<file path="src/rtl/zmod_rx_pkg.sv">
// zmod_rx_pkg: shared state encoding and default constants for the ZMOD RX alignment path
package zmod_rx_pkg;
  typedef enum logic [2:0] {WAIT_LOCK, SETTLE, CHECK, SLIP, ALIGNED, FAIL} state_t;
  localparam int ZMOD_WORD_WIDTH = 8;
  localparam logic [7:0] ZMOD_TRAIN_PATTERN = 8'h0F;
endpackage

</file>
<file path="src/rtl/zmod_sync_bit.sv">
// zmod_sync_bit: N-flop single-bit synchroniser with async active-low reset
module zmod_sync_bit #(
  parameter int N = 2
) (
  input  logic clk,
  input  logic resetn,
  input  logic d,
  output logic q
);
  logic [N-1:0] sr;
  // shift the asynchronous input through N flops
  always_ff @(posedge clk or negedge resetn)
    if (!resetn) sr <= '0;
    else sr <= N'({sr, d});
  assign q = sr[N-1];
endmodule

</file>
<file path="src/rtl/zmod_rx_align.sv">
// zmod_rx_align: bitslip word-alignment trainer; ZMOD_RX_ALIGN_AUTO_RETRY_EN enables timed retry out of FAIL
module zmod_rx_align
  import zmod_rx_pkg::*;
#(
  parameter int WIDTH = ZMOD_WORD_WIDTH,
  parameter logic [WIDTH-1:0] TRAIN_PATTERN = WIDTH'(ZMOD_TRAIN_PATTERN),
  parameter int SETTLE_CYCLES = 4,
  parameter int MATCH_COUNT = 16,
  parameter int MAX_SLIPS = 8,
  parameter int RETRY_CYCLES = 1024
) (
  input  logic                           clk,
  input  logic                           resetn,
  input  logic                           pll_locked,
  input  logic                           retrain,
  input  logic [WIDTH-1:0]               rx_data,
  output logic                           bitslip,
  output logic                           aligned,
  output logic                           align_fail,
  output logic [$clog2(MAX_SLIPS+1)-1:0] slip_count,
  output logic [WIDTH-1:0]               data_out,
  output logic                           data_valid
);
  localparam int CW = $clog2(MAX_SLIPS + 1);
  localparam int SW = $clog2(SETTLE_CYCLES + 1);
  localparam int MW = $clog2(MATCH_COUNT + 1);
  localparam logic [SW-1:0] SETTLE_LOAD = SW'(SETTLE_CYCLES - 1);
  state_t state, nxt;
  logic [SW-1:0] settle_cnt, settle_nxt;
  logic [MW-1:0] match_cnt, match_nxt;
  logic [CW-1:0] slip_nxt;
  logic lock_s, fail_nxt, retry_done;
  zmod_sync_bit #(.N(2)) u_lock_sync (
    .clk    (clk),
    .resetn (resetn),
    .d      (pll_locked),
    .q      (lock_s)
  );
`ifdef ZMOD_RX_ALIGN_AUTO_RETRY_EN
  localparam int RW = $clog2(RETRY_CYCLES + 1);
  logic [RW-1:0] retry_cnt;
  assign retry_done = retry_cnt == RW'(RETRY_CYCLES - 1);
  // dwell counter that runs only while FAIL persists
  always_ff @(posedge clk or negedge resetn)
    if (!resetn) retry_cnt <= '0;
    else retry_cnt <= (state == FAIL && nxt == FAIL) ? retry_cnt + 1'b1 : '0;
`else
  assign retry_done = 1'b0;
`endif
  assign bitslip = state == SLIP;
  assign aligned = state == ALIGNED;
  // next state and counter updates; lock loss outranks retrain, retrain outranks normal flow
  always_comb begin
    nxt = state;
    settle_nxt = settle_cnt;
    match_nxt = match_cnt;
    slip_nxt = slip_count;
    if (!lock_s) begin
      nxt = WAIT_LOCK;
      slip_nxt = '0;
    end else if (retrain && state != WAIT_LOCK) begin
      nxt = SETTLE;
      settle_nxt = SETTLE_LOAD;
      slip_nxt = '0;
    end else begin
      case (state)
        WAIT_LOCK: begin
          nxt = SETTLE;
          settle_nxt = SETTLE_LOAD;
          slip_nxt = '0;
        end
        SETTLE: begin
          nxt = settle_cnt == '0 ? CHECK : SETTLE;
          settle_nxt = settle_cnt == '0 ? settle_cnt : settle_cnt - 1'b1;
          match_nxt = settle_cnt == '0 ? '0 : match_cnt;
        end
        CHECK:
          if (rx_data == TRAIN_PATTERN) begin
            nxt = match_cnt == MW'(MATCH_COUNT - 1) ? ALIGNED : CHECK;
            match_nxt = match_cnt == MW'(MATCH_COUNT - 1) ? match_cnt : match_cnt + 1'b1;
          end else nxt = slip_count == CW'(MAX_SLIPS) ? FAIL : SLIP;
        SLIP: begin
          nxt = SETTLE;
          settle_nxt = SETTLE_LOAD;
          slip_nxt = slip_count == CW'(MAX_SLIPS) ? slip_count : slip_count + 1'b1;
        end
        FAIL:
          if (retry_done) begin
            nxt = SETTLE;
            settle_nxt = SETTLE_LOAD;
            slip_nxt = '0;
          end
        default: ;
      endcase
    end
    fail_nxt = nxt == FAIL ? 1'b1 : nxt == ALIGNED ? 1'b0 : align_fail;
  end
  // state, counters and registered datapath
  always_ff @(posedge clk or negedge resetn)
    if (!resetn) begin
      state <= WAIT_LOCK;
      settle_cnt <= '0;
      match_cnt <= '0;
      slip_count <= '0;
      align_fail <= 1'b0;
      data_out <= '0;
      data_valid <= 1'b0;
    end else begin
      state <= nxt;
      settle_cnt <= settle_nxt;
      match_cnt <= match_nxt;
      slip_count <= slip_nxt;
      align_fail <= fail_nxt;
      data_out <= rx_data;
      data_valid <= nxt == ALIGNED;
    end
endmodule

</file>
<file path="config.mk">
export PLATFORM = sky130hd
export DESIGN_NAME = zmod_rx_align
export DESIGN_NICKNAME = d
export VERILOG_FILES = /design/src/rtl/zmod_rx_pkg.sv /design/src/rtl/zmod_sync_bit.sv /design/src/rtl/zmod_rx_align.sv
export SDC_FILE = /design/constraint.sdc
export NUM_CORES = 1
export LEC_CHECK = 0
export CAP_MARGIN = 10
export CELL_PAD_IN_SITES_DETAIL_PLACEMENT = 0
export CELL_PAD_IN_SITES_GLOBAL_PLACEMENT = 1
export CORE_ASPECT_RATIO = 0.75
export CORE_MARGIN = 2
export CORE_UTILIZATION = 44
export CTS_BUF_LIST = sky130_fd_sc_hd__clkbuf_4 sky130_fd_sc_hd__clkbuf_8
export DETAILED_ROUTE_END_ITERATION = 7
export PLACE_DENSITY_LB_ADDON = 0.05
export RECOVER_POWER = 100
export SETUP_SLACK_MARGIN = 0.4
export SLEW_MARGIN = 20
export SYNTH_ARGS = -nofsm -noshare
export SYNTH_HDL_FRONTEND = slang
export SYNTH_HIERARCHICAL = 1
export SYNTH_SLANG_ARGS = --single-unit
</file>
<file path="constraint.sdc">
create_clock -name clk -period 4.15 [get_ports clk]
set_input_delay 0.6225 -clock clk [delete_from_list [all_inputs] [get_ports clk]]
set_output_delay 0.6225 -clock clk [all_outputs]
set_load 0.03 [all_outputs]
</file>
Word level (Yosys, flattened, before mapping)
Cells that the tools add are included.
Word-level totals
  output and inout bits: 16
  bits in registers: 27
Operators by class
  eq/ne operators: 15
  reductions and logical operators: 11
  bitwise logic cells: 1
  multiplexer cells: 20
  add/subtract/negate cells: 3
Operators with widths (number)
  $mux 3: 7
  $mux 5: 3
  $mux 4: 3
  $pmux 5 s2: 1
  $eq 3x3->1 const B: 3
  $pmux 3 s3: 1
  $eq 8x4->1 const B: 1
  $ne 4x4->1 const B: 2
  $pmux 4 s2: 1
  $eq 3x2->1 const B: 2
  $logic_not 3->1: 2
  $ne 2x2->1 const B: 3
  $pmux 3 s2: 1
  $reduce_and 6->1: 1
  $reduce_bool 3->1: 2
  $add 5x1->5 const B: 1
  $eq 5x4->1 const B: 1
  $add 4x1->4 const B: 1
  $eq 4x4->1 const B: 1
  $reduce_bool 2->1: 2
  $eq 3x1->1 const B: 1
  $ne 3x3->1 const B: 1
  $reduce_and 3->1: 1
  $sub 3x1->3 const B: 1
  other kinds (6): 7

Depth between registers and ports, before layout
Gate-level depths: netlist (run 1).
  word-level depth: 9
  gate-level depth with buffers: 7
  gate-level depth less buffers: 7

Modules after synthesis
The synthesis (run 1) kept the hierarchy.
By module, submodules not included
  zmod_rx_align: area each 1337.5 um^2, cells each 127, times used 1
  zmod_sync_bit: area each 50.0 um^2, cells each 2, times used 1

Worst setup path before layout (run 1)
OpenSTA, ideal clock, no wires.
  kind: register to register
  start point: register match_cnt[0]
  end point: register match_cnt[0]
  stages on the path, launching flop included: 8
  data required time: 4.032 ns
  arrival: 1.930 ns
  slack: 2.102 ns
  path through: dfrtp_1 > ha_1 > and3_1 > ha_1 > nor4b_1 > a32oi_2 > or2_4 > a21o_1
Between the ends
  longest elaborated chain between the ends: 4
  elaborated cells between the ends (all ways): 7
  classes of those cells: 1 x add/sub; 2 x eq/ne; 3 x mux; 1 x reduce/logical
RTL lines
  from (decl): RTL line zmod_rx_align.sv:30  | logic [MW-1:0] match_cnt, match_nxt;
  from (signal assigned): RTL line zmod_rx_align.sv:111  | match_cnt <= match_nxt;
  $add 5x1->5: RTL line zmod_rx_align.sv:80  | match_nxt = match_cnt == MW'(MATCH_COUNT - 1) ? match_cnt : match_cnt + 1'b1;
  $mux 5: RTL line zmod_rx_align.sv:80
  $mux 5: RTL line zmod_rx_align.sv:78  | if (rx_data == TRAIN_PATTERN) begin
  $pmux 5 s2: RTL line zmod_rx_align.sv:66  | case (state)
Parallel ways exist; a longest one is shown, timed or not. The select of a mux whose other input is x is not followed.
A chain may end at the register's enable or synchronous reset.

Worst setup path after layout (run 1)
  start point: input port rx_data[5]
  end point: register match_cnt[3]
Between the ends
  longest elaborated chain between the ends: 3
RTL lines
  from (decl): RTL line zmod_rx_align.sv:16  | input logic [WIDTH-1:0] rx_data,
  $eq 8x4->1: RTL line zmod_rx_align.sv:78
  $ne 2x2->1 (no line)
  $reduce_and 6->1 (no line)
No other way between the ends.

==> results.md, run 1 <==
* Number of synthesized flops with an enable pin at 0
* Worst endpoint required time at between 4 and 5 ns
* Multi-input logic area at around 610 sq um
* DRT Wirelength at between 2000 and 3000 microns
* Die area at approximately 3600 sq um
* Final WS setup at 1.313 ns
* Worst reg2reg path depth at 7
* Synthesized cell area at around 1400 sq um
* Post-synthesis register bit count at 27
* Die Span Y at roughly 53 microns
* Sequential fraction of design power at 0.580
* Clock Skews at between 0.007 and 0.008 ns
* Initial core utilization at 0.4660
* Clock network fraction of design power at 0.323
* Adder-cell area share of the yosys netlist at 0.05410
* Simple logic cell fraction of the synthesized area at 0.1966
* CP Max Fanout at 6
* Mapped Cells at between 100 and 150
* Fillcell total at about 270
* Power share of the combinational group at 0.097
* Initial antenna violation count at 0
* Post-Route Setup TNS at 0 ns
* Worst Setup SP: rx_data[5]
* First-pass GRT wire length at between 4000 and 5000 microns
* Yosys warnings at 6
* Net count after synthesis at ~150
* Crit share post-route at 0.6836
* Fin cells at between 150 and 200
* Largest net degree at the start of global routing at 25
* Flip-flop and latch area at around 680 sq um
* Tmin final at ~2.8 ns
* Pwr Density at between 200 and 300 nW/um^2
* DRT iter0 DRCs at 62
* Diode count at 0
* # Post-CTS Setup Buffers at 0
* Die width at between 60 and 70 microns
* Final Util at 0.5689
* Clock transition at path regs at 0.09 ns
* Vias per cell at 5.533
* Pre-Repair DR Iteration Count at 4
* Hold_sp: u_lock_sync/sr[0]
* Number of global-route vias before repair at slightly below 1000
* CTS tree: done
* Library cells used by synthesis at 46
* CP Launch Type: input pin
* Hold buffer count at CTS at 0
* Psw at around 110 uW
* Max Slew Vio Count at 0
* Final setup violation count at 0
* Inserted Clock Buffers at 3
* Mux cell area share after synthesis at 0.01533
* Vias post-DR at 1079
* Unrepaired setup endpoints after global routing: false
* Top_reg_cell synth: dfrtp_1
* Cell row count at 17
* CTS sink count at 27
* Sw Share at 0.2330
* GRT overflow at 0
* # port buffers at 27
* Max cap viols at 0
* P&R area growth vs syn at 22.09%
* Layout cells sized above 1 at 0.04459
* Total GRT Usage at 0.1699
* Compound-Gate Fraction of Synth Area at 0.2020
* Residual DRC at 0
* Leak at roughly 0.00076 uW
* Pre-CTS setup slack at roughly 1.7 ns
* Max frequency at approximately 350 MHz
* DP HPWL at between 2000 and 2500 microns
* Cell internal pwr at about 360 uW
* Nets at about 180
* Hold Crit Class: reg2reg
* Worst VDD drop at 0.2526 mV
* Antenna viol nets, final at 0
* Crit end category: register
* FF-to-FF Start: match_cnt[0]
* Core box area at between 2000 and 3000 sq um
* Root buf cell: clkbuf_8
* GP Congestion at ~0.77
* Worst Tran Pin Value at between 1 and 1.5 ns
* IO Pins at 28
* Final Hold Fails at 0
* Share of synthesized flip-flops with an asynchronous set or reset at 1.000
* Clock Latency Late Sink at 0.27 ns
* Placed Cells at 191
* Slew margin rel. at 0.1655
* Largest family of logic cells by synthesized area: compound AO/OA/AOI/OAI gates
* CTS Buffer Depth at 2
* WP data arrival at between 3 and 4 ns
* Total power at between 400 and 500 uW
* Average size of a mapped cell at 10.76 sq um
* Hold depth at 0
* DR WL/cell at 14.06 microns
* Run status: finished, final reports clean
* Synth Area in XOR/XNOR at 0
* Post-synthesis sequential area ratio at 0.4869
* Crit Path Class: in2reg
* CTS H-tree lvls at 1
* Post_cts resized at 0
[metrics by stage]
step	instance area (sq um)	hold WS [ns]
final	1694	0.3552
after CTS	1744	0.3586
after global placement	1695	0.3389
after detailed placement	1695	0.3364
after global routing	1694	0.3656
after floorplan	1388	0.3269
[worst max-delay path, cell delays in order]
cell           delay (ns)
dlygate4sd3_1        0.55
nor4_1               0.76
a32oi_1              0.38
or2_0                0.43
o41ai_1              0.26
[cell usage in the layout, fill, tap and decap left out, types with 2 or more instances in the layout]
cell           instances
o21ai_0                6
ha_1                   6
nand2b_1               2
a21oi_1                6
nor4_1                 2
o21ai_1                2
nor2b_1                3
nand4_1                3
clkbuf_8               3
or2_1                  2
dfrtp_1               27
inv_1                 12
nor3_1                 4
clkbuf_1               2
and2_1                 2
nand3_1                3
and3_1                 4
a32oi_1                2
dlygate4sd3_1         26
and4_1                 2
nand2_1                3
or3b_1                 2
o31ai_1                2
nor2_1                 6
a21o_1                 3
[cell families after synthesis]
family	Yosys count
mux	2
flops	27
compound gates	35
buf+inv	16
fa+ha+maj	6
simple gates	43
[state kept, by name, indices dropped and copies added (netlist names)]
register	cells
data_out	8
u_lock_sync/sr	2
match_cnt	5
state	3
slip_count	4
align_fail	1
data_valid	1
settle_cnt	3
[path summary, 6_finish.rpt]
check	slack, ns	to
max	1.31	match_cnt[3]
max in group asynchronous	2.81	slip_count[0]
min reg2reg	0.36	u_lock_sync/sr[1]
min	0.36	u_lock_sync/sr[1]
max reg2reg	1.82	match_cnt[3]
min in group asynchronous	0.59	data_out[0]
[cells in the mapped netlist, types with 3 or more instances]
master,count,share of area
o21ai_0,6,0.022
inv_1,12,0.032
nand3_1,3,0.011
a21o_1,3,0.016
nand2_1,3,0.0081
dfrtp_1,27,0.49
nor2_1,6,0.016
ha_1,6,0.054
a21oi_1,6,0.022
nand4_1,3,0.014
nor3_1,4,0.014
nor2b_1,3,0.014
and3_1,4,0.018
[layer usage]
metal | routed length, microns | global-route usage | share of wire
met1 | 1435 | 0.2530 | 0.52
met2 | 1142 | 0.2436 | 0.42
met3 | 147 | 0.04516 | 0.054
met4 | 17 | 0.03922 | 0.0062
met5 | 0 | 0 | 0
[layout make-up]
type                            count  area share
Timing Repair Buffer               28      0.1581
Clock buffer                        4     0.02880
Sequential cell                    27      0.3988
Multi-Input combinational cell     86      0.3597
Inverter                           12     0.02659
Tap cell                           38     0.02807
[power by group through the flow]
| stage | logic [uW] | registers (uW) | clock network (uW) |
|---|---|---|---|
| detailed placement | 53.4 | 280 | 0 |
| floorplan | 15.9 | 287 | 0 |
| global route | 50.7 | 275 | 167 |
| finish | 45.7 | 274 | 153 |
| global placement | 52.4 | 280 | 0 |
| CTS | 53.6 | 275 | 161 |
(Power assumes the default switching activity.)
==> run 2: changes to the inputs <==
Settings changed: CORE_UTILIZATION 44 to 41.
Clock period 4.15 ns to 2.85 ns, I/O delays scaled along.
==> run 2 against run 1 <==
Effect of this change: critical path depth unchanged; first-iteration DRC count down 53%; register-to-register slack lost 1.3 ns; final area is 1.4% higher; clock skew shrank 0.0050 ns; die area up 6.8%; global-route usage down 0.061 points; clock power is 46% higher; combinational power is 50% higher; sequential share of layout area shrank 0.55 points; count of clock-buffer cells in the layout decreased by 1; sequential power up 46%; largest cell class unchanged.
==> results.md, run 2 (same netlist as run 1, synthesis figures left out) <==
* Worst VDD drop at 0.2746 mV (was 0.2526 mV)
* Total GRT Usage at 0.1692 (was 0.1699)
* Clock transition at path regs at 0.09 ns (about the same)
* Clock Latency Late Sink at 0.28 ns (was 0.27 ns)
* Cell row count at 18 (was 17)
* Post-Route Setup TNS at 0 ns (unchanged)
* CP Max Fanout at 6 (unchanged)
* Inserted Clock Buffers at 3 (unchanged)
* Layout cells sized above 1 at 0.06369 (was 0.04459)
* Worst Tran Pin Value at 1.481 ns (was 1.252 ns)
* Crit Path Class: in2reg (unchanged)
* DR WL/cell at 14.77 microns (was 14.06 microns)
* Final Hold Fails at 0 (unchanged)
* Pre-CTS setup slack at 0.6220 ns (was 1.731 ns)
* # Post-CTS Setup Buffers at 0 (unchanged)
* Run status: finished, final reports clean (unchanged)
* Core box area at 3266 sq um (was 2978 sq um)
* Leading cell type in the layout, fill and taps excluded: dfrtp_1 (unchanged)
* Hold Crit Class: reg2reg (unchanged)
* Pre-Repair DR Iteration Count at 4 (unchanged)
* DRT iter0 DRCs at 29 (was 62)
* WP data arrival at 2.62 ns (was 3.01 ns)
* Vias per cell at 5.477 (was 5.533)
* CTS Buffer Depth at 2 (unchanged)
* Die width at 71.18 microns (was 68.85 microns)
* GP Congestion at 0.7536 (was 0.7675)
* Slew margin rel. at 0.01284 (was 0.1655)
* Vias post-DR at 1079 (unchanged)
* Post_cts resized at 0 (unchanged)
* CP cell instances: dlygate4sd3_1 > nor4_1 > a32oi_2 > or2_4 > o41ai_2 (was dlygate4sd3_1 > nor4_1 > a32oi_1 > or2_0 > o41ai_1)
* Register bank with the most flops: data_out (unchanged)
* Number of global-route vias before repair at 1010 (was 972)
* CTS H-tree lvls at 1 (unchanged)
* IO Pins at 28 (unchanged)
* Initial antenna violation count at 0 (unchanged)
* Die area at 3871 sq um (was 3624 sq um)
* Largest register FFs at 8 (unchanged)
* Nets at 176 (unchanged)
* CTS tree: done (unchanged)
* Commonest cells after routing, fill and taps aside: dfrtp_1 (27), dlygate4sd3_1 (26), inv_1 (12) (unchanged)
* # port buffers at 27 (unchanged)
* Final setup violation count at 0 (unchanged)
* Max cap viols at 0 (unchanged)
* Root buf cell: clkbuf_8 (unchanged)
* Final WS setup at 0.4186 ns (was 1.313 ns)
* First-pass GRT wire length at 4905 microns (was 4567 microns)
* DP HPWL at 2113 microns (was 2121 microns)
* Antenna viol nets, final at 0 (unchanged)
* Worst endpoint required time at 3.04 ns (was 4.32 ns)
* Max frequency at 411.3 MHz
* Largest net degree at the start of global routing at 28 (was 25)
* Crit share post-route at 0.8531
* Max Slew Vio Count at 0 (unchanged)
* Reg2reg setup slack at 0.55 ns (was 1.82 ns)
* P&R area growth vs syn at 23.81% (was 22.09%)
* Leak at 0.0007741 uW (was 0.0007636 uW)
* Residual DRC at 0 (unchanged)
* Largest stage delay on the critical path at 0.75 ns (was 0.76 ns)
* CTS sink count at 27 (unchanged)
* Clock Skews at 0.002570 ns (was 0.007601 ns)
* GRT overflow at 0 (unchanged)
* Initial core utilization at 0.4249 (was 0.4660)
* Unrepaired setup endpoints after global routing: false (unchanged)
* Diode count at 0 (unchanged)
* Tmin final at roughly 2.4 ns
* Crit end category: register (unchanged)
* Slowest cell on crit path: nor4_1 (unchanged)
* CP Launch Type: input pin (unchanged)
* Die Span Y at 54.38 microns (was 52.64 microns)
* Hold buffer count at CTS at 0 (unchanged)
* Multi-input logic area at 626.9 sq um (was 609.3 sq um)
* Top flop regs: data_out x8, match_cnt x5, slip_count x4 (unchanged)
* DRT Wirelength at 2910 microns (was 2742 microns)
* Fillcell total at 284 (was 266)
* Flip-flop and latch area at 675.6 sq um (unchanged)
* Pwr Density at 403.3 nW/um^2 (was 279.2 nW/um^2)
[run 2: cell count changes in the layout (fill, tap and decap cells not counted), sizes merged]
| cell | previous run | this run |
|---|---|---|
| clkbuf | 6 | 4 |
| clkinv | 0 | 1 |
| clkdlybuf4s50 | 0 | 1 |
[run 2: cell type report]
type                    instances  share of cell area
flip-flops and latches         27              0.3933
multi-input cells              86              0.3649
repair buffers                 28              0.1595
well taps                      40             0.02913
inverters                      12             0.02622
clock buffers                   3             0.02403
clock inverters                 1            0.002913
[run 2: worst max-delay path, delay by kind of cell]
family | cells | cell delay, ns
buf+inv | 1 | 0.55
compound gates | 2 | 0.52
simple gates | 2 | 1.11
[run 2: path summary, 6_finish.rpt]
path,startpoint,cells past startpoint,end
max reg2reg,state[0],4,slip_count[3]
min in group asynchronous,resetn,2,data_out[6]
max,rx_data[5],5,match_cnt[3]
min,u_lock_sync/sr[0],0,u_lock_sync/sr[1]
min reg2reg,u_lock_sync/sr[0],0,u_lock_sync/sr[1]
max in group asynchronous,resetn,2,u_lock_sync/sr[1]
[run 2: report_power, final]
group / switching, uW / internal [uW]
Sequential: 7.39 / 393
Clock: 126 / 98.4
Combinational: 41.0 / 27.7
[run 2: stage by stage]
| step | utilization | std cells | instance area (sq um) | hold WS, ns | power, uW |
|---|---|---|---|---|---|
| after floorplan | - | 129 | 1388 | 0.1319 | 440.5 |
| after global routing | 0.5261 | 197 | 1718 | 0.3842 | 729.5 |
| after CTS | 0.5341 | 197 | 1744 | 0.3571 | 713.9 |
| after detailed placement | 0.5199 | 193 | 1698 | 0.3347 | 486.4 |
| final | 0.5261 | 197 | 1718 | 0.3555 | 692.9 |
| after global placement | 0.5199 | 193 | 1698 | 0.3397 | 484.3 |
[run 2: per-layer routing]
metal / share of wire / up-vias / wire [microns] / GRT usage
met5: 0 / - / 0 / 0
met4: 0.018 / 0 / 51 / 0.07233
met3: 0.043 / 5 / 126 / 0.05893
met2: 0.44 / 17 / 1279 / 0.2531
met1: 0.50 / 529 / 1453 / 0.2250
li1: - / 528 / - / -
==> run 3: changes to the inputs <==
Settings changed: SLEW_MARGIN 20 to unset.
==> results of run 3 <==
The final DEF is identical to that of run 2; final timing and power are the same.
